## config.mk

```make
export PLATFORM = sky130hd
export DESIGN_NAME = fifo_wr_arbiter
export DESIGN_NICKNAME = d
export VERILOG_FILES = /design/src/rtl/fifo_wr_arbiter.sv
export SDC_FILE = /design/constraint.sdc
export NUM_CORES = 1
export LEC_CHECK = 0
export ABC_AREA = 1
export BUFFER_PORTS_ARGS = -buffer_cell sky130_fd_sc_hd__buf_2
export CAP_MARGIN = 20
export CORE_MARGIN = 2
export CORE_UTILIZATION = 44
export DETAILED_ROUTE_END_ITERATION = 6
export GPL_TIMING_DRIVEN = 0
export PLACE_DENSITY_LB_ADDON = 0.08
export SLEW_MARGIN = 20
export SYNTH_ARGS = -nofsm -noshare
export SYNTH_HDL_FRONTEND = slang
export SYNTH_SLANG_ARGS = --single-unit
```

## constraint.sdc

```tcl
create_clock -name clk -period 2.53 [get_ports clk]
set_input_delay 0.3795 -clock clk [delete_from_list [all_inputs] [get_ports clk]]
set_output_delay 0.3795 -clock clk [all_outputs]
set_load 0.005 [all_outputs]
```

## src/rtl/fifo_wr_arbiter.sv

```systemverilog
// Round-robin arbiter sharing one FIFO write port between NUM_REQ requesters,
// with bounded-burst ownership and a hard stall while the FIFO is full.
//
// state  | meaning
// IDLE   | no owner; the next word goes to the rr_ptr-ordered winner
// LOCKED | owner holds the port until burst end, req_last or owner drop
module fifo_wr_arbiter #(
  parameter int DATA_WIDTH = 1,
  parameter int NUM_REQ    = 4,
  parameter int BURST_LEN  = 4
) (
  input  logic                          clk,
  input  logic                          reset,
  input  logic [NUM_REQ-1:0]            req,
  input  logic [NUM_REQ*DATA_WIDTH-1:0] req_data,
  input  logic [NUM_REQ-1:0]            req_last,
  output logic [NUM_REQ-1:0]            grant,
  output logic                          fifo_wr_en,
  output logic [DATA_WIDTH-1:0]         fifo_wr_data,
  input  logic                          fifo_full,
  output logic                          owner_valid,
  output logic [$clog2(NUM_REQ)-1:0]    owner_id
);

  localparam int ID_W  = $clog2(NUM_REQ);
  localparam int CNT_W = $clog2(BURST_LEN + 1);

  typedef enum logic {
    IDLE   = 1'b0,
    LOCKED = 1'b1
  } state_t;

  state_t           state, state_nxt;
  logic [ID_W-1:0]  owner, owner_nxt;
  logic [CNT_W-1:0] burst_cnt, burst_nxt;
  logic [ID_W-1:0]  rr_ptr, rr_nxt;

  logic             win_found;
  logic [ID_W-1:0]  win_id;
  logic             gnt_any;
  logic [ID_W-1:0]  gnt_id;

  function automatic logic [ID_W-1:0] next_id(input logic [ID_W-1:0] id);
    next_id = (int'(id) == NUM_REQ - 1) ? '0 : id + ID_W'(1);
  endfunction

  // First requester at or after rr_ptr, wrapping modulo NUM_REQ.
  always_comb begin
    int idx;
    win_found = 1'b0;
    win_id    = '0;
    idx       = 0;
    for (int k = 0; k < NUM_REQ; k++) begin
      idx = (int'(rr_ptr) + k) % NUM_REQ;
      if (!win_found && req[idx[ID_W-1:0]]) begin
        win_found = 1'b1;
        win_id    = idx[ID_W-1:0];
      end
    end
  end

  always_comb begin
    state_nxt = state;
    owner_nxt = owner;
    burst_nxt = burst_cnt;
    rr_nxt    = rr_ptr;
    gnt_any   = 1'b0;
    gnt_id    = '0;
    if (!reset && !fifo_full) begin
      case (state)
        IDLE: begin
          if (win_found) begin
            gnt_any   = 1'b1;
            gnt_id    = win_id;
            burst_nxt = CNT_W'(1);
            if (req_last[win_id] || BURST_LEN == 1) begin
              rr_nxt = next_id(win_id);
            end else begin
              state_nxt = LOCKED;
              owner_nxt = win_id;
            end
          end
        end
        LOCKED: begin
          if (req[owner]) begin
            gnt_any   = 1'b1;
            gnt_id    = owner;
            burst_nxt = burst_cnt + CNT_W'(1);
            if (burst_cnt + CNT_W'(1) == CNT_W'(BURST_LEN) || req_last[owner]) begin
              state_nxt = IDLE;
              rr_nxt    = next_id(owner);
            end
          end else begin
            // Owner dropped its request: release with a one-cycle bubble.
            state_nxt = IDLE;
            rr_nxt    = next_id(owner);
          end
        end
        default: state_nxt = IDLE;
      endcase
    end
  end

  always_ff @(posedge clk) begin
    if (reset) begin
      state     <= IDLE;
      owner     <= '0;
      burst_cnt <= '0;
      rr_ptr    <= '0;
    end else begin
      state     <= state_nxt;
      owner     <= owner_nxt;
      burst_cnt <= burst_nxt;
      rr_ptr    <= rr_nxt;
    end
  end

  always_comb begin
    grant        = '0;
    fifo_wr_data = '0;
    if (gnt_any) begin
      grant[gnt_id] = 1'b1;
      fifo_wr_data  = req_data[gnt_id*DATA_WIDTH +: DATA_WIDTH];
    end
  end

  assign fifo_wr_en  = gnt_any;
  assign owner_valid = !reset && (state == LOCKED);
  assign owner_id    = owner_valid ? owner : '0;

endmodule

```

==> out/qor.csv, run 1 <==
metric,value,unit
met1_usage,23.40,%
grt_max_degree,11,
final_common_cell,nand2_1,
grt_busiest_layer,met2,
grt_pass1_vias,968,
syn2layout_area_growth,26.52,%
required,2150,ps
post_drt_via_cell_ratio,4.857,
r2r_start,rr_ptr[0]$_SDFFE_PP0P_,
yosysUniqueCellTypes,26,
powerDensity,1315,nW/um2
final_layout_size_suffix_gt1_share,41.59,%
crit_type,reg -> out,
met3_usage,4.167,%
grt_use_total,18.98,%
finalPower,1.813,mW
relSlewSlack,72.49,%
fill_cells,250,
hold_viol,0,
cp-start-kind,flip-flop,
maxCapViolCount,0,
drt_iter0_markers,19,
vias,1185,
synthTopCellsByArea,"nand2_1 (18%), dfxtp_1 (15%), nand2_2 (9.2%), inv_1 (8.3%), nand3_1 (6.9%)",
irDropWorstVdd,0.7350,mV
antenna_left,0,
grt_util_met2,34.76,%
post_drt_wl_per_cell,10.81,um
synth_nets,199,
synth_area_leader_cell,nand2_1,
routed_wl,2637,um
diodes,0,
place_congestion,0.8766,
cts_root_buf,clkbuf_4,
r2r_slack,590,ps
cts_tree,built,
min-delay-start,reset,
r2r_end,owner[0]$_SDFFE_PP0P_,
nets,234,
clkTransAtPathRegs,50,ps
clock_sinks,8,
syn_area,1090,um2
synth-seq-cells,8,
setup_ws,116.0,ps
dr.pass1.iters,4,
max_freq,414.3,MHz
post-route-drc-count,0,
fin_util,57.22,%
clock_latency,250,ps
holdPathStages,2,
hold_buffers,0,
dieArea,2891,um2
start_util,45.22,%
hp-class,in -> reg,
ctsLongestPathBuffers,2,
reg2reg_depth,17,
cts.htree.levels,1,
ys_seq_area_share,14.70,%
endpoint_kind,primary output,
period_share,95.41,%
rsz0062_at_grt,yes,
die_h,53.77,um
worst_pin_slew,411.1,ps
arrival,2030,ps
yosysTopAreaCellShare,17.91,%
cts_buffers,3,
period_needed,2414,ps
row_count,18,
yosysWarnings,0,
setup_viol,0,
synth.avg_cell_area,6.021,um2
maxSlewViolCount,0,
port-buffer-count,23,
crit_fanout,10,
die_x,53.77,um
dp_slack,225.9,ps
synthCells,181,
layout_common_cells,"nand2_1 (48), buf_2 (25), inv_1 (22), nand2_2 (17), nor2_1 (14)",
antenna_found_initial,0,
grt_pass1_wl,4043,um
fin_skew,2.255,ps
core_region_area,2410,um2
io_pins,24,
leakagePower,0.7571,nW
grt_remaining_overflow,0,
hold-path-endpoint,owner[0]$_SDFFE_PP0P_,
place_hpwl,1993,um
status,"complete, no violations",
==> stage by stage <==
stage | instances | hold slack [ps] | cell area (um2) | TNS, ps
final | 244 | 382.2 | 1379 | 0
after global routing | 244 | 378.5 | 1379 | -63.36
after CTS | 237 | 378.3 | 1265 | 0
after floorplan | 181 | 448.6 | 1090 | 0
after detailed placement | 234 | 471.4 | 1242 | 0
after global placement | 234 | 469.2 | 1242 | 0
==> power by group <==
part           total [mW]  leakage, nW  switching [mW]  internal, mW
Sequential          0.207       0.0668          0.0397         0.168
Clock              0.0957       0.0138          0.0415        0.0542
Combinational        1.51        0.677           0.932         0.578
==> layout make-up <==
type	count	area [um2]	area share, %
Tap cell	30	37.54	2.722
Clock buffer	3	22.52	1.633
Timing Repair Buffer	30	165.2	11.98
Buffer	2	16.27	1.180
Multi-Input combinational cell	142	854.6	61.98
Sequential cell	8	166.4	12.07
Inverter	29	116.4	8.439
==> cell usage after synthesis (all sizes together) <==
cell type and number:
inv 29, xor2 1, nor2 16, nand2 74, a31oi 1, nand3 21, a21oi 9, buf 2
ha 3, nand4 4, dfxtp 8, o31ai 1, o21ai 11, nor3 1
==> worst max-delay path by stage <==
stage                                start           end  slack (ps)  depth (start not counted)
floorplan           rr_ptr[0]$_SDFFE_PP0P_  fifo_wr_data         580                         14
global placement                    req[0]  fifo_wr_data         260                         15
detailed placement                  req[1]  fifo_wr_data         230                         15
CTS                 rr_ptr[0]$_SDFFE_PP0P_  fifo_wr_data          20                         15
global route        rr_ptr[0]$_SDFFE_PP0P_  fifo_wr_data         -60                         16
finish              rr_ptr[0]$_SDFFE_PP0P_  fifo_wr_data         120                         16
==> repair_timing <==
action / 4_1_cts / 5_1_grt
setup endpoints to repair: 0 / 3
hold endpoints to repair: 0 / 0
setup buffers: 0 / 6
resized for setup: 0 / 21
==> worst max-delay path, cell delays in order, from the launching register on <==
cell and delay, ps:
dfxtp_2 330, buf_6 130, inv_8 60, nand2_4 70, nand2_4 80, nand2_4 70, nand2_4 50, nor2_4 160
nand3_4 130, nand3_4 130, nand2_4 60, nand3_4 110, nand2_1 80, o21ai_2 50, nand2_1 70, a21oi_2 100
buf_2 110
==> cells by family (layout without fill, tap and decap cells) <==
group                    count (synthesis)  after routing  synth area share, %
flip-flops                               8              8                14.70
AND/OR/NAND/NOR                        116            116                57.41
buffers and inverters                   31             64                12.17
adder cells (fa/ha/maj)                  3              3                3.445
AO/OA/AOI/OAI                           22             22                11.48
XOR/XNOR                                 1              1               0.8038
==> state kept, by name, indices dropped and copies added, names as in the netlist <==
register / cells
rr_ptr: 2
burst_cnt: 3
state: 1
owner: 2
==> per-layer routing <==
| layer | vias up | share of wire, % |
|---|---|---|
| li1 | 641 | - |
| met2 | 23 | 52 |
| met3 | 0 | 3.7 |
| met5 | - | 0 |
| met4 | 0 | 0 |
| met1 | 521 | 44 |
Power figures use the tool's default switching activity.
==> inputs of run 2 (changes only) <==
--- a/config.mk
+++ b/config.mk
@@ -13,6 +13,7 @@
 export DETAILED_ROUTE_END_ITERATION = 6
 export GPL_TIMING_DRIVEN = 0
 export PLACE_DENSITY_LB_ADDON = 0.08
+export REMOVE_ABC_BUFFERS = 1
 export SLEW_MARGIN = 20
 export SYNTH_ARGS = -nofsm -noshare
 export SYNTH_HDL_FRONTEND = slang
==> run 2 against run 1 <==
Combinational power fell by 3%. Global-route usage rose by 0.57 points. Sequential cell count stayed put. Routed wire length increased by 3.4%. Worst hold slack improved by 4.2 ps. Count of clock-buffer cells in the layout unchanged. Die area unchanged. Register-to-register slack improved by 30 ps.
==> out/qor.csv, run 2 (synthesized netlist as in run 1, its figures left out) <==
metric,value,unit
status,"complete, no violations",
p_int,802.9,uW
rsz0062_at_grt,yes,
final_common_cell,nand2_1,
layout_common_cells,"nand2_1 (46), inv_1 (23), buf_2 (23), nand2_2 (19), nand3_1 (14)",
reg.largest.list,"burst_cnt: 3 flops, owner: 2 flops, rr_ptr: 2 flops",
final_layout_size_suffix_gt1_share,42.13,%
grt_use_total,19.55,%
clkTransAtPathRegs,60,ps
critical-path-max-stage-delay,380,ps
io_pins,24,
path_cells,"buf_6, nand2_4, nand2_4, nand2_4, nand2_4, nor2_4, nand3_4, nand3_4, nand2_4, nand3_4, nand2_2, o21ai_2, nand2_1, a21oi_2, buf_2",
arrival,2030,ps
hold-path-endpoint,owner[1]$_SDFFE_PP0P_,
min-delay-start,reset,
post-route-drc-count,0,
dp_slack,60.02,ps
powerDensity,1309,nW/um2
clock_latency,250,ps
fill_cells,248,
period_needed,2411,ps
routed_wl,2726,um
setup_viol,0,
cpMaxStageDelayCell,dfxtp_4,
required,2150,ps
grt_pass1_vias,1016,
clock_sinks,8,
drt_iter0_markers,35,
relSlewSlack,72.19,%
dr.pass1.iters,4,
crit_family,simple AND/OR/NAND/NOR gates,
place_congestion,0.8462,
r2r_start,rr_ptr[0]$_SDFFE_PP0P_,
hold_viol,0,
critical_path_buf_inv_count,2,
netSwitchingPower,1.013,mW
maxCapViolCount,0,
start_util,45.22,%
cp-start-kind,flip-flop,
p_comb_share,80.7,%
row_count,18,
fin_hold_ws,386.4,ps
multiInputGateArea,842.1,um2
grt_max_degree,12,
leakagePower,0.7660,nW
cts_tree,built,
diodes,0,
max_freq,414.7,MHz
r2r_slack,620,ps
pwr-share-clk,5.6,%
grt_pass1_wl,4153,um
hold_buffers,0,
vias,1241,
antenna_left,0,
cts_root_buf,clkbuf_4,
post_drt_wl_per_cell,11.08,um
worst_pin_slew,415.6,ps
dieArea,2891,um2
largest-register,burst_cnt,
seqCellArea,167.7,um2
post_drt_via_cell_ratio,5.045,
port-buffer-count,23,
fin_skew,0.9049,ps
setup_ws,118.8,ps
core_region_area,2410,um2
reg2reg_depth,16,
cts_buffers,3,
nets,236,
crit_fanout,8,
holdPathStages,2,
period_share,95.30,%
seqPwrFrac,13.6,%
finalPower,1.816,mW
maxSlewViolCount,0,
die_h,53.77,um
cts.htree.levels,1,
ctsLongestPathBuffers,2,
syn2layout_area_growth,27.32,%
fin_util,57.58,%
switching_share,55.79,%
die_x,53.77,um
crit_path_frequent_cell,nand2_4,
largest_reg_flops,3,
endpoint_kind,primary output,
grt_remaining_overflow,0,
irDropWorstVdd,0.7184,mV
r2r_end,owner[0]$_SDFFE_PP0P_,
crit_type,reg -> out,
antenna_found_initial,0,
place_hpwl,2067,um
hp-class,in -> reg,
run 2: cell types whose count changed in the layout (fill, tap and decap cells not counted), sizes merged:
cell	change
buf	+2
run 2: worst max path at each step:
stage | depth (start not counted) | end | from | slack, ps
after detailed placement | 13 | fifo_wr_data | rr_ptr[0]$_SDFFE_PP0P_ | 60
after CTS | 13 | fifo_wr_data | rr_ptr[0]$_SDFFE_PP0P_ | 40
after floorplan | 12 | fifo_wr_data | rr_ptr[0]$_SDFFE_PP0P_ | 410
final | 15 | fifo_wr_data | rr_ptr[0]$_SDFFE_PP0P_ | 120
after global placement | 13 | fifo_wr_data | rr_ptr[0]$_SDFFE_PP0P_ | 110
after global routing | 15 | fifo_wr_data | rr_ptr[0]$_SDFFE_PP0P_ | -10
run 2: routing by layer:
| layer | part of all wire, % | up-vias | routed length [um] | track usage (%) |
|---|---|---|---|---|
| li1 | - | 649 | - | - |
| met1 | 43 | 557 | 1160 | 22.69 |
| met2 | 52 | 33 | 1431 | 36.79 |
| met3 | 4.3 | 2 | 118 | 2.778 |
| met4 | 0.55 | 0 | 15 | 5.128 |
| met5 | 0 | - | 0 | 0 |
run 2: cell type report:
cell class	instances	area share, %
Multi-Input combinational cell	142	60.69
Timing Repair Buffer	34	14.52
Sequential cell	8	12.08
Inverter	29	8.386
Tap cell	30	2.705
Clock buffer	3	1.623
run 2: timing repair:
item                       4_1_cts  5_1_grt
pin swaps                        0       15
buffers inserted                 0       11
setup endpoints to repair        5        3
gates resized for setup          3       21
run 2: worst reg2reg max path, cell delays in order (launching register included):
cell and delay (ps):
dfxtp_4 380, buf_6 150, nand2_4 60, nand2_4 70, nand2_4 80, nand2_4 50
nor2_4 170, nand3_4 130, nand3_4 100, buf_4 150, inv_2 50, nand2_1 60
nand3_2 70, nand2_2 80, nand2_1 80, nand2_1 70, a21oi_1 60
run 2: power groups by stage:
stage                     Clock, mW  Sequential (mW)  Combinational (mW)
after floorplan                   0            0.226               0.985
after global routing          0.115            0.254                1.61
after CTS                     0.105            0.247                1.20
final                         0.102            0.248                1.47
after detailed placement          0            0.245                1.19
after global placement            0            0.245                1.17
run 2: per-stage QoR:
stage,instance area (um2),setup TNS [ps],cells
3_5_place_dp,1226,0,232
4_1_cts,1252,0,235
3_3_place_gp,1226,0,232
2_1_floorplan,1074,0,179
6_report,1388,0,246
5_1_grt,1388,-14.80,246
